### config.mk
export PLATFORM = sky130hd
export DESIGN_NAME = sha256_word_packer
export DESIGN_NICKNAME = d
export VERILOG_FILES = /design/src/rtl/sha256_word_packer.sv
export SDC_FILE = /design/constraint.sdc
export NUM_CORES = 1
export LEC_CHECK = 0
export BUFFER_PORTS_ARGS = -buffer_cell sky130_fd_sc_hd__buf_2
export CAP_MARGIN = 20
export CORE_AREA = 2 2 130 132
export CTS_BUF_LIST = sky130_fd_sc_hd__clkbuf_4 sky130_fd_sc_hd__clkbuf_8 sky130_fd_sc_hd__clkbuf_16
export DETAILED_ROUTE_END_ITERATION = 6
export DIE_AREA = 0 0 132 134
export PLACE_DENSITY_LB_ADDON = 0.2
export SKIP_CTS_REPAIR_TIMING = 1
export SLEW_MARGIN = 20
export SYNTH_ARGS = -nofsm -noshare
export SYNTH_HDL_FRONTEND = slang
export SYNTH_SLANG_ARGS = --single-unit
export TNS_END_PERCENT = 100
### constraint.sdc
create_clock -name clk -period 7.7 [get_ports clk]
set_input_delay 1.925 -clock clk [delete_from_list [all_inputs] [get_ports clk]]
set_output_delay 1.925 -clock clk [all_outputs]
set_load 0.01 [all_outputs]
### src/rtl/sha256_word_packer.sv
`default_nettype none
// ============================================================================
//  Module      : sha256_word_packer
//  Description : Byte-stream to 32-bit word feeder for the sha256 core.
//                Bytes are packed big-endian, buffered in a small word FIFO
//                and presented to the core with last-word / byte-count flags.
//                After the final word the next message is held off until
//                the core reports hash completion.
//  Revision    : 1.0 - initial release
// ============================================================================
module sha256_word_packer #(
  parameter int WFIFO_DEPTH = 4,
  parameter int CNT_W       = 32
) (
  input  logic             clk,
  input  logic             rst,
  input  logic [7:0]       s_data,
  input  logic             s_valid,
  output logic             s_ready,
  input  logic             s_last,
  output logic [31:0]      m_data,
  output logic             m_valid,
  input  logic             m_ready,
  output logic             m_last,
  output logic [1:0]       m_numbyte,
  input  logic             hash_done,
  output logic             busy,
  output logic [CNT_W-1:0] msg_bytes
);

  localparam int AW = $clog2(WFIFO_DEPTH);
  localparam logic [AW:0] FULL_COUNT = (AW+1)'(WFIFO_DEPTH);

  typedef enum logic [1:0] {
    IDLE      = 2'd0,
    PACK      = 2'd1,
    DRAIN     = 2'd2,
    WAIT_HASH = 2'd3
  } state_t;

  state_t state;
  state_t state_nxt;

  // Only the three most recent bytes need holding; the fourth arrives with the push.
  logic [23:0] acc;
  logic [1:0]  idx;

  logic [31:0]            fifo_data [WFIFO_DEPTH];
  logic [1:0]             fifo_nb   [WFIFO_DEPTH];
  logic [WFIFO_DEPTH-1:0] fifo_last;
  logic [AW-1:0]          wr_ptr;
  logic [AW-1:0]          rd_ptr;
  logic [AW:0]            count;

  logic        accept;
  logic        push;
  logic        pop;
  logic [31:0] push_word;
  logic [1:0]  push_nb;

  // Held low during reset so no byte is taken before the block is initialised.
  assign s_ready   = rst && (state == IDLE || state == PACK) && (count != FULL_COUNT);
  assign accept    = s_valid && s_ready;
  assign push_word = {acc, s_data};
  assign push      = accept && (idx == 2'd3 || s_last);
  assign push_nb   = s_last ? (idx + 2'd1) : 2'd0;

  assign m_valid   = (count != '0);
  assign pop       = m_valid && m_ready;
  assign m_data    = m_valid ? fifo_data[rd_ptr] : 32'd0;
  assign m_last    = m_valid ? fifo_last[rd_ptr] : 1'b0;
  assign m_numbyte = m_valid ? fifo_nb[rd_ptr]   : 2'd0;

  assign busy      = (state != IDLE);

  // State register.
  always_ff @(posedge clk or negedge rst) begin
    if (!rst) state <= IDLE;
    else      state <= state_nxt;
  end

  // Next-state: hash_done only matters once the final word has left.
  always_comb begin
    state_nxt = state;
    case (state)
      IDLE:      if (accept) state_nxt = s_last ? DRAIN : PACK;
      PACK:      if (accept && s_last) state_nxt = DRAIN;
      DRAIN:     if (pop && m_last) state_nxt = WAIT_HASH;
      WAIT_HASH: if (hash_done) state_nxt = IDLE;
      default:   state_nxt = IDLE;
    endcase
  end

  // Byte accumulator; cleared whenever a word is pushed.
  always_ff @(posedge clk or negedge rst) begin
    if (!rst) begin
      acc <= '0;
      idx <= '0;
    end else if (accept) begin
      if (push) begin
        acc <= '0;
        idx <= '0;
      end else begin
        acc <= push_word[23:0];
        idx <= idx + 2'd1;
      end
    end
  end

  // FIFO storage; contents are don't-care while the entry is not counted.
  always_ff @(posedge clk) begin
    if (push) begin
      fifo_data[wr_ptr] <= push_word;
      fifo_last[wr_ptr] <= s_last;
      fifo_nb[wr_ptr]   <= push_nb;
    end
  end

  // FIFO pointers and occupancy; simultaneous push and pop leave count unchanged.
  always_ff @(posedge clk or negedge rst) begin
    if (!rst) begin
      wr_ptr <= '0;
      rd_ptr <= '0;
      count  <= '0;
    end else begin
      if (push) wr_ptr <= wr_ptr + AW'(1);
      if (pop)  rd_ptr <= rd_ptr + AW'(1);
      case ({push, pop})
        2'b10:   count <= count + (AW+1)'(1);
        2'b01:   count <= count - (AW+1)'(1);
        default: count <= count;
      endcase
    end
  end

  // Message byte counter: restarts on the first byte, saturates at all-ones.
  always_ff @(posedge clk or negedge rst) begin
    if (!rst) begin
      msg_bytes <= '0;
    end else if (accept) begin
      if (state == IDLE)         msg_bytes <= CNT_W'(1);
      else if (msg_bytes != '1)  msg_bytes <= msg_bytes + CNT_W'(1);
    end
  end

endmodule
`default_nettype wire

# After elaboration in Yosys (flattened, before gate mapping)
# Memory sizes are Yosys's and may differ from the RTL's.
# Cells that the tools add are included.
# op_classes
add_sub_neg,6
n_lt_le_gt_ge,3
n_eq_ne,12
mux,22
n_reduce_logical,17
# ops
operator,n
$mux 32,3
$add 32x1->32 const B,1
$ne 32x32->1 const B,1
$mux 24,1
$mux 2,8
$eq 2x2->1 const B,4
$logic_and 1x1->1,8
$pmux 2 s4,1
$add 2x1->2 const B,3
$lt 2x3->1 const B,2
$ne 2x2->1 const B,3
$pmux 3 s2,1
$reduce_bool 2->1,3
$mux 1,5
$bwmux 4,1
$eq 2x1->1 const B,2
$reduce_and 4->1,1
$add 3x1->3 const B,1
$ne 3x3->1 const B,1
$reduce_bool 3->1,1
$sub 3x1->3 const B,1
$bmux 1 s2,1
$demux 1 s2,1
$ge 2x1->1 const B,1
other kinds (4),5
# word_totals
ff_bits,71
ram_bits,136
in_bits,14
output_inout_bits,70
word_cells,70
mem_count,2
# memory_table
name,depth,word_bits,rd,rd_ports_with_merged_regs,write_ports,line_no,text
fifo_data,4,32,1,0,1,48,logic [31:0] fifo_data [WFIFO_DEPTH];
fifo_nb,4,2,1,0,1,49,logic [1:0] fifo_nb [WFIFO_DEPTH];

# Logic depth before layout (Yosys ltp)
# Gate-level depths: netlist (run 1).
# logic_depth
ltp_word,8
depth_mapped,14
mapped_depth_nobuf,12

# Worst setup path before layout (run 1)
# OpenSTA, ideal clock, no wires.
# synth_path
path_kind,input port to flip-flop
start,in rst
end,mem fifo_data[0][0] (enable)
setup_time_ps,395
t_arrival_ps,3889
required_time_ps,7305
setup_slack_ps,3415
cell_stages,5
n_path_buf,1
path_cell_list,inv_1 -> or4_1 -> clkbuf_1 -> nor2_1 -> and2_1
# synth_via
elab_chain_len,6
# synth_rtl
element,line_no,text
from (decl),16,"input logic rst,"
$logic_and 1x1->1 (2 in series),62,assign s_ready = rst && (state == IDLE || state == PACK) && (count != FULL_COUNT);
$logic_and 1x1->1,63,assign accept = s_valid && s_ready;
$logic_and 1x1->1,65,assign push = accept && (idx == 2'd3 || s_last);
$mux 1,112,if (push) begin
$mux 1 (not written as such),113,fifo_data[wr_ptr] <= push_word;
to (decl),48,
# No other way between the ends.

# Worst setup path after layout (run 1)
# layout_path
start,in rst
end,out s_ready
# layout_via
elab_chain_len,2
# layout_rtl
element,line_no,text
$logic_and 1x1->1 (2 in series),62,
to (decl),19,"output logic s_ready,"
# No other way between the ends.

==> results of run 1 <==
## synthesized netlist by cell type (2+ instances only)
cell      instances
edfxtp_1        140
dfrtp_1          67
and2_1           41
mux4_2           35
clkbuf_1         31
nand2_1          27
a22o_1           26
inv_1            21
nor2_1           19
a21oi_1          18
nand4_1          16
nor3_1           14
nand3_1          13
ha_1             12
o21ai_0           9
mux2i_1           8
and3_1            7
o211ai_1          6
a211o_1           5
o311ai_0          5
or4_1             5
a41oi_1           4
buf_2             4
nor2b_1           4
nor4_1            4
or3_1             4
a211oi_1          3
a31o_2            3
buf_1             3
xnor2_1           3
xor2_1            3
a221o_1           2
a22oi_1           2
a31o_1            2
a31oi_1           2
and4_1            2
nand4_2           2
nor3b_1           2
nor4_2            2
o21a_1            2
or2_2             2
## through the flow
stage,util,instances,total power [W],cell area [um^2]
2_1_floorplan,-,603,0.00241,8970
4_1_cts,0.635,918,0.00389,10300
3_3_place_gp,0.589,879,0.00277,9590
3_5_place_dp,0.589,879,0.00282,9590
5_1_grt,0.635,918,0.00406,10300
6_report,0.635,919,0.00385,10300
## critical path: stages
cell and delay [ps]:
buf_2 130, inv_1 70, nor3_1 240, buf_2 180
## cells by family (layout without fill, tap and decap cells)
kind of cell,count (synthesis),in the layout,synth area share
AND/OR/NAND/NOR,171,171,0.108
adder cells (fa/ha/maj),13,13,0.0190
AO/OA/AOI/OAI,102,102,0.0869
multiplexers,44,44,0.0981
flip-flops,207,207,0.656
XOR/XNOR,6,6,0.00586
other,0,1,0
buffers and inverters,60,155,0.0265
## metal layers
metal | vias up | part of all wire | global-route usage
met5 | - | 0 | 0
met4 | 0 | 0.021 | 0.0700
met3 | 30 | 0.065 | 0.0333
met2 | 196 | 0.52 | 0.379
met1 | 2829 | 0.40 | 0.273
li1 | 2510 | - | -
## registers in the layout, summed over array words and instances, names as in the netlist
register	cells
fifo_data	128
msg_bytes	32
acc	24
fifo_nb	8
fifo_last	4
count	3
idx	2
rd_ptr	2
state	2
wr_ptr	2
## area by class of cell
class | count | share of cell area
diodes | 1 | 0.000242
clock buffers | 28 | 0.0611
clock inverters | 11 | 0.0106
inverters | 21 | 0.00762
multi-input cells | 336 | 0.276
flip-flops and latches | 207 | 0.569
well taps | 220 | 0.0266
repair buffers | 95 | 0.0489
## where the power goes
group	switching, W	internal, W	leakage (nW)
combinational	0.000632	0.000551	1.50
sequential	0.000186	0.00142	2.11
clock	0.000418	0.000646	0.364
total	0.00124	0.00261	3.97
## final timing paths
check	cells after the start	endpoint	from	slack, ps
min in group asynchronous	2	msg_bytes[5]	rst	1740
hold reg to reg	1	count[2]	count[2]	480
setup / recovery	4	s_ready	rst	3230
hold / removal	1	count[2]	count[2]	480
max in group asynchronous	2	rd_ptr[0]	rst	5320
setup reg to reg	9	fifo_data[3][7]	state[0]	3830
==> metrics.cfg, run 1 <==
[timing]
tightest_slew_ps = 949
fin_ws_ps = 3230
rsz0062_at_grt = no
min_period_ps = 4470
finalCritPeriodShare = 0.580
skew_ps = 6.40
relSlewSlack = 0.367
setup_viol = 0
drv_slew = 0
final.setup.tns_ps = 0
hold_violations = 0
fmax_mhz = 224
whs_ps = 477

[layout]
final_cell_mix = edfxtp_1 (140), buf_2 (83), dfrtp_1 (66)
final_nets = 710
fillCellCount = 1226
syn_to_final_growth_pct = 15.3
drive_gt1_frac = 0.264
seq_area_mm2 = 0.00588
layout_commonest_cell = edfxtp_1
multi_input_area_mm2 = 0.00285

[setup_path]
end_kind = output pin
start_kind = input pin
required_ps = 5780
crit_type = input pin to output pin
critPathMaxFanout = 3
cp_data_arrival_time_ps = 2540

[yosys]
synth-seq-cells = 207
synth_flop_cell = edfxtp_1
yosysTopAreaCellShare = 0.469
async_reset_ff_frac = 0.324
synthesis.area_mm2 = 0.00897
yosysWarnings = 0
synth_area_leaders = edfxtp_1 (47%), dfrtp_1 (19%), mux4_2 (8.8%), and2_1 (2.9%), a22o_1 (2.5%)
synth_area_per_cell_um2 = 14.9
yosysTopAreaCell = edfxtp_1
yosysSeqAreaShare = 0.656
netlist_instances = 603
syn-num-nets = 630
synth-edff-count = 140
yosysUniqueCellTypes = 64

[global_routing]
grt_overflow = 0
grt_max_degree = 68
grt_usage = 0.214
antenna_found_initial = 1
grt_pass1_vias = 5635
grt_pass1_wl_mm = 30.0

[route]
ant_nets = 0
wl_mm = 18.5
vias_per_cell = 6.06
dr.pass1.iters = 5
wl_per_cell_um = 20.2
drt_iter0_markers = 530
drcViolationCount = 0
vias = 5565

[die]
dieArea_mm2 = 0.0177
placementRows = 47
io_pins = 84
die_h_um = 134
die_w_um = 132
start_util = 0.551
core_mm2 = 0.0163

[clock_tree]
tritoncts = yes
cts.path.max_buffers = 3
clk_latency_ps = 500
clk_pin_slew_ps = 60
htree_levels = 1
numCtsBuffers = 22
cts.sinks = 207
root_buffer = clkbuf_16

[status]
status = completed

[worst_hold_path]
min_path_type = register to register

[power_and_ir_drop]
p_per_area_mw_per_mm2 = 372
ir_worst_vdd_mv = 0.185
power_leakage_nw = 3.97

[place]
place.gp.congestion = 0.906
portBuffers = 83
dp_hpwl_mm = 11.4
dp_slack_ps = 2460

[flow_run]
cap_viol_max_count = 0

Power figures use the tool's default switching activity.
==> inputs of run 2 (changes only) <==
clock period = 4.5 ns   (was 7.7 ns; I/O delays follow)
==> metrics.cfg, run 2 (same netlist as run 1, synthesis figures left out) <==
[setup_path]
required_ps = 3380  ; -2400 ps
crit_start = rd_ptr[0]
reg2reg_from = msg_bytes[1]
cp_data_arrival_time_ps = 2460  ; -80 ps
critPathMaxFanout = 21  ; +18
start_kind = register
end_kind = output pin
crit_type = register to output pin

[power_and_ir_drop]
p_per_area_mw_per_mm2 = 637  ; +71%
p_int_w = 0.00451  ; +73%
combPwrFrac = 0.298  ; -0.009
power_leakage_nw = 4.01  ; +0.92%
power_frac_clock = 0.277  ; about the same
total_power_w = 0.00663  ; +72%
switching_power_w = 0.00212  ; +72%
ir_worst_vdd_mv = 0.369  ; +100%
share_seq_of_total_power = 0.425  ; +0.009
sw_frac_of_total = 0.320  ; -0.000991

[timing]
hold_violations = 0  ; unchanged
fmax_mhz = 279
final.setup.tns_ps = 0  ; unchanged
rsz0062_at_grt = no
min_period_ps = 3580
skew_ps = 11.2  ; +4.79 ps
setup_viol = 0  ; unchanged
tightest_slew_ps = 1080  ; +133 ps
relSlewSlack = 0.273  ; -0.0946
fin_ws_ps = 916  ; -2320 ps
finalCritPeriodShare = 0.796
drv_slew = 0  ; unchanged

[die]
die_h_um = 134  ; unchanged
dieArea_mm2 = 0.0177  ; unchanged
core_mm2 = 0.0163  ; unchanged
io_pins = 84  ; unchanged
start_util = 0.551  ; unchanged
die_w_um = 132  ; unchanged
placementRows = 47  ; unchanged

[flow_run]
cap_viol_max_count = 0  ; unchanged

[clock_tree]
clk_latency_ps = 490  ; about the same
tritoncts = yes
root_buffer = clkbuf_16
htree_levels = 1  ; unchanged
numCtsBuffers = 22  ; unchanged
clk_pin_slew_ps = 60  ; about the same
cts.sinks = 207  ; unchanged
cts.path.max_buffers = 3  ; unchanged

[global_routing]
grt_overflow = 0  ; unchanged
grt_usage = 0.217  ; +0.00310
antenna_found_initial = 0  ; -1
grt_max_degree = 68  ; unchanged
grt_pass1_wl_mm = 30.6  ; +2.0%
grt_pass1_vias = 5799  ; +2.9%

[status]
status = completed

[layout]
multi_input_area_mm2 = 0.00285  ; unchanged
largest_reg_flops = 128  ; unchanged
largest_registers = fifo_data x128, msg_bytes x32, acc x24
fillCellCount = 1231  ; +0.41%
final_cell_mix = edfxtp_1 (140), buf_2 (83), dfrtp_1 (66)
drive_gt1_frac = 0.272  ; +0.00847
final_nets = 714  ; +0.56%
seq_area_mm2 = 0.00588  ; unchanged
syn_to_final_growth_pct = 16.0
regMostFlops = fifo_data
layout_commonest_cell = edfxtp_1

[place]
portBuffers = 83  ; unchanged
dp_slack_ps = 1000  ; -1460 ps
place.gp.congestion = 0.863  ; -4.7%
dp_hpwl_mm = 11.6  ; +1.3%

[route]
vias_per_cell = 6.02  ; -0.52%
routed-wl-met3_mm = 1.15  ; -4.2%
wl_met2_mm = 9.64  ; +0.58%
routed.top_layer = met4
vias = 5560  ; -0.090%
wl_met1_mm = 7.59  ; +3.3%
wl_per_cell_um = 20.3  ; +0.66%
ant_nets = 0  ; unchanged
drcViolationCount = 0  ; unchanged
wl_mm = 18.7  ; +1.1%
dr.pass1.iters = 4  ; -1
drt_iter0_markers = 341  ; -36%

[worst_hold_path]
hp-start = count[2]
min_path_type = register to register

run 2: power groups by stage:
stage               combinational, W  sequential, W  clock (W)
global route                 0.00217        0.00288    0.00194
detailed placement           0.00200        0.00286          0
CTS                          0.00201        0.00282    0.00187
floorplan                    0.00144        0.00269          0
global placement             0.00194        0.00283          0
finish                       0.00198        0.00282    0.00184
run 2: cell type report:
type	count	share of cell area
Clock buffer	30	0.0622
Timing Repair Buffer	99	0.0539
Multi-Input combinational cell	336	0.274
Sequential cell	207	0.565
Inverter	21	0.00757
Tap cell	220	0.0264
Clock inverter	9	0.0103
Antenna cell	1	0.000240
run 2: worst paths after layout:
path / endpoint / slack (ps) / cells after the start
setup / recovery: m_data[17] / 920 / 4
min in group asynchronous: msg_bytes[7] / 920 / 2
setup reg to reg: msg_bytes[2] / 1540 / 6
max in group asynchronous: rd_ptr[0] / 2900 / 2
hold reg to reg: count[2] / 490 / 1
hold / removal: count[2] / 490 / 1
run 2: worst max-delay path: stages, from the launching register on:
cell     delay, ps
dfrtp_2        850
buf_12         270
mux4_2         540
and2_1         170
buf_2          130
run 2: through the flow:
step            util  instance area [um^2]  instances  hold slack, ps
6_report       0.639                 10400        923             494
5_1_grt        0.639                 10400        922             508
4_1_cts        0.639                 10400        922             501
3_5_place_dp   0.592                  9650        883             494
3_3_place_gp   0.592                  9650        883             463
2_1_floorplan      -                  8970        603             447
run 2: layer usage:
metal,global-route usage,vias to the layer above
li1,-,2515
met1,0.282,2818
met2,0.385,194
met3,0.0299,33
met4,0.0676,0
met5,0,-
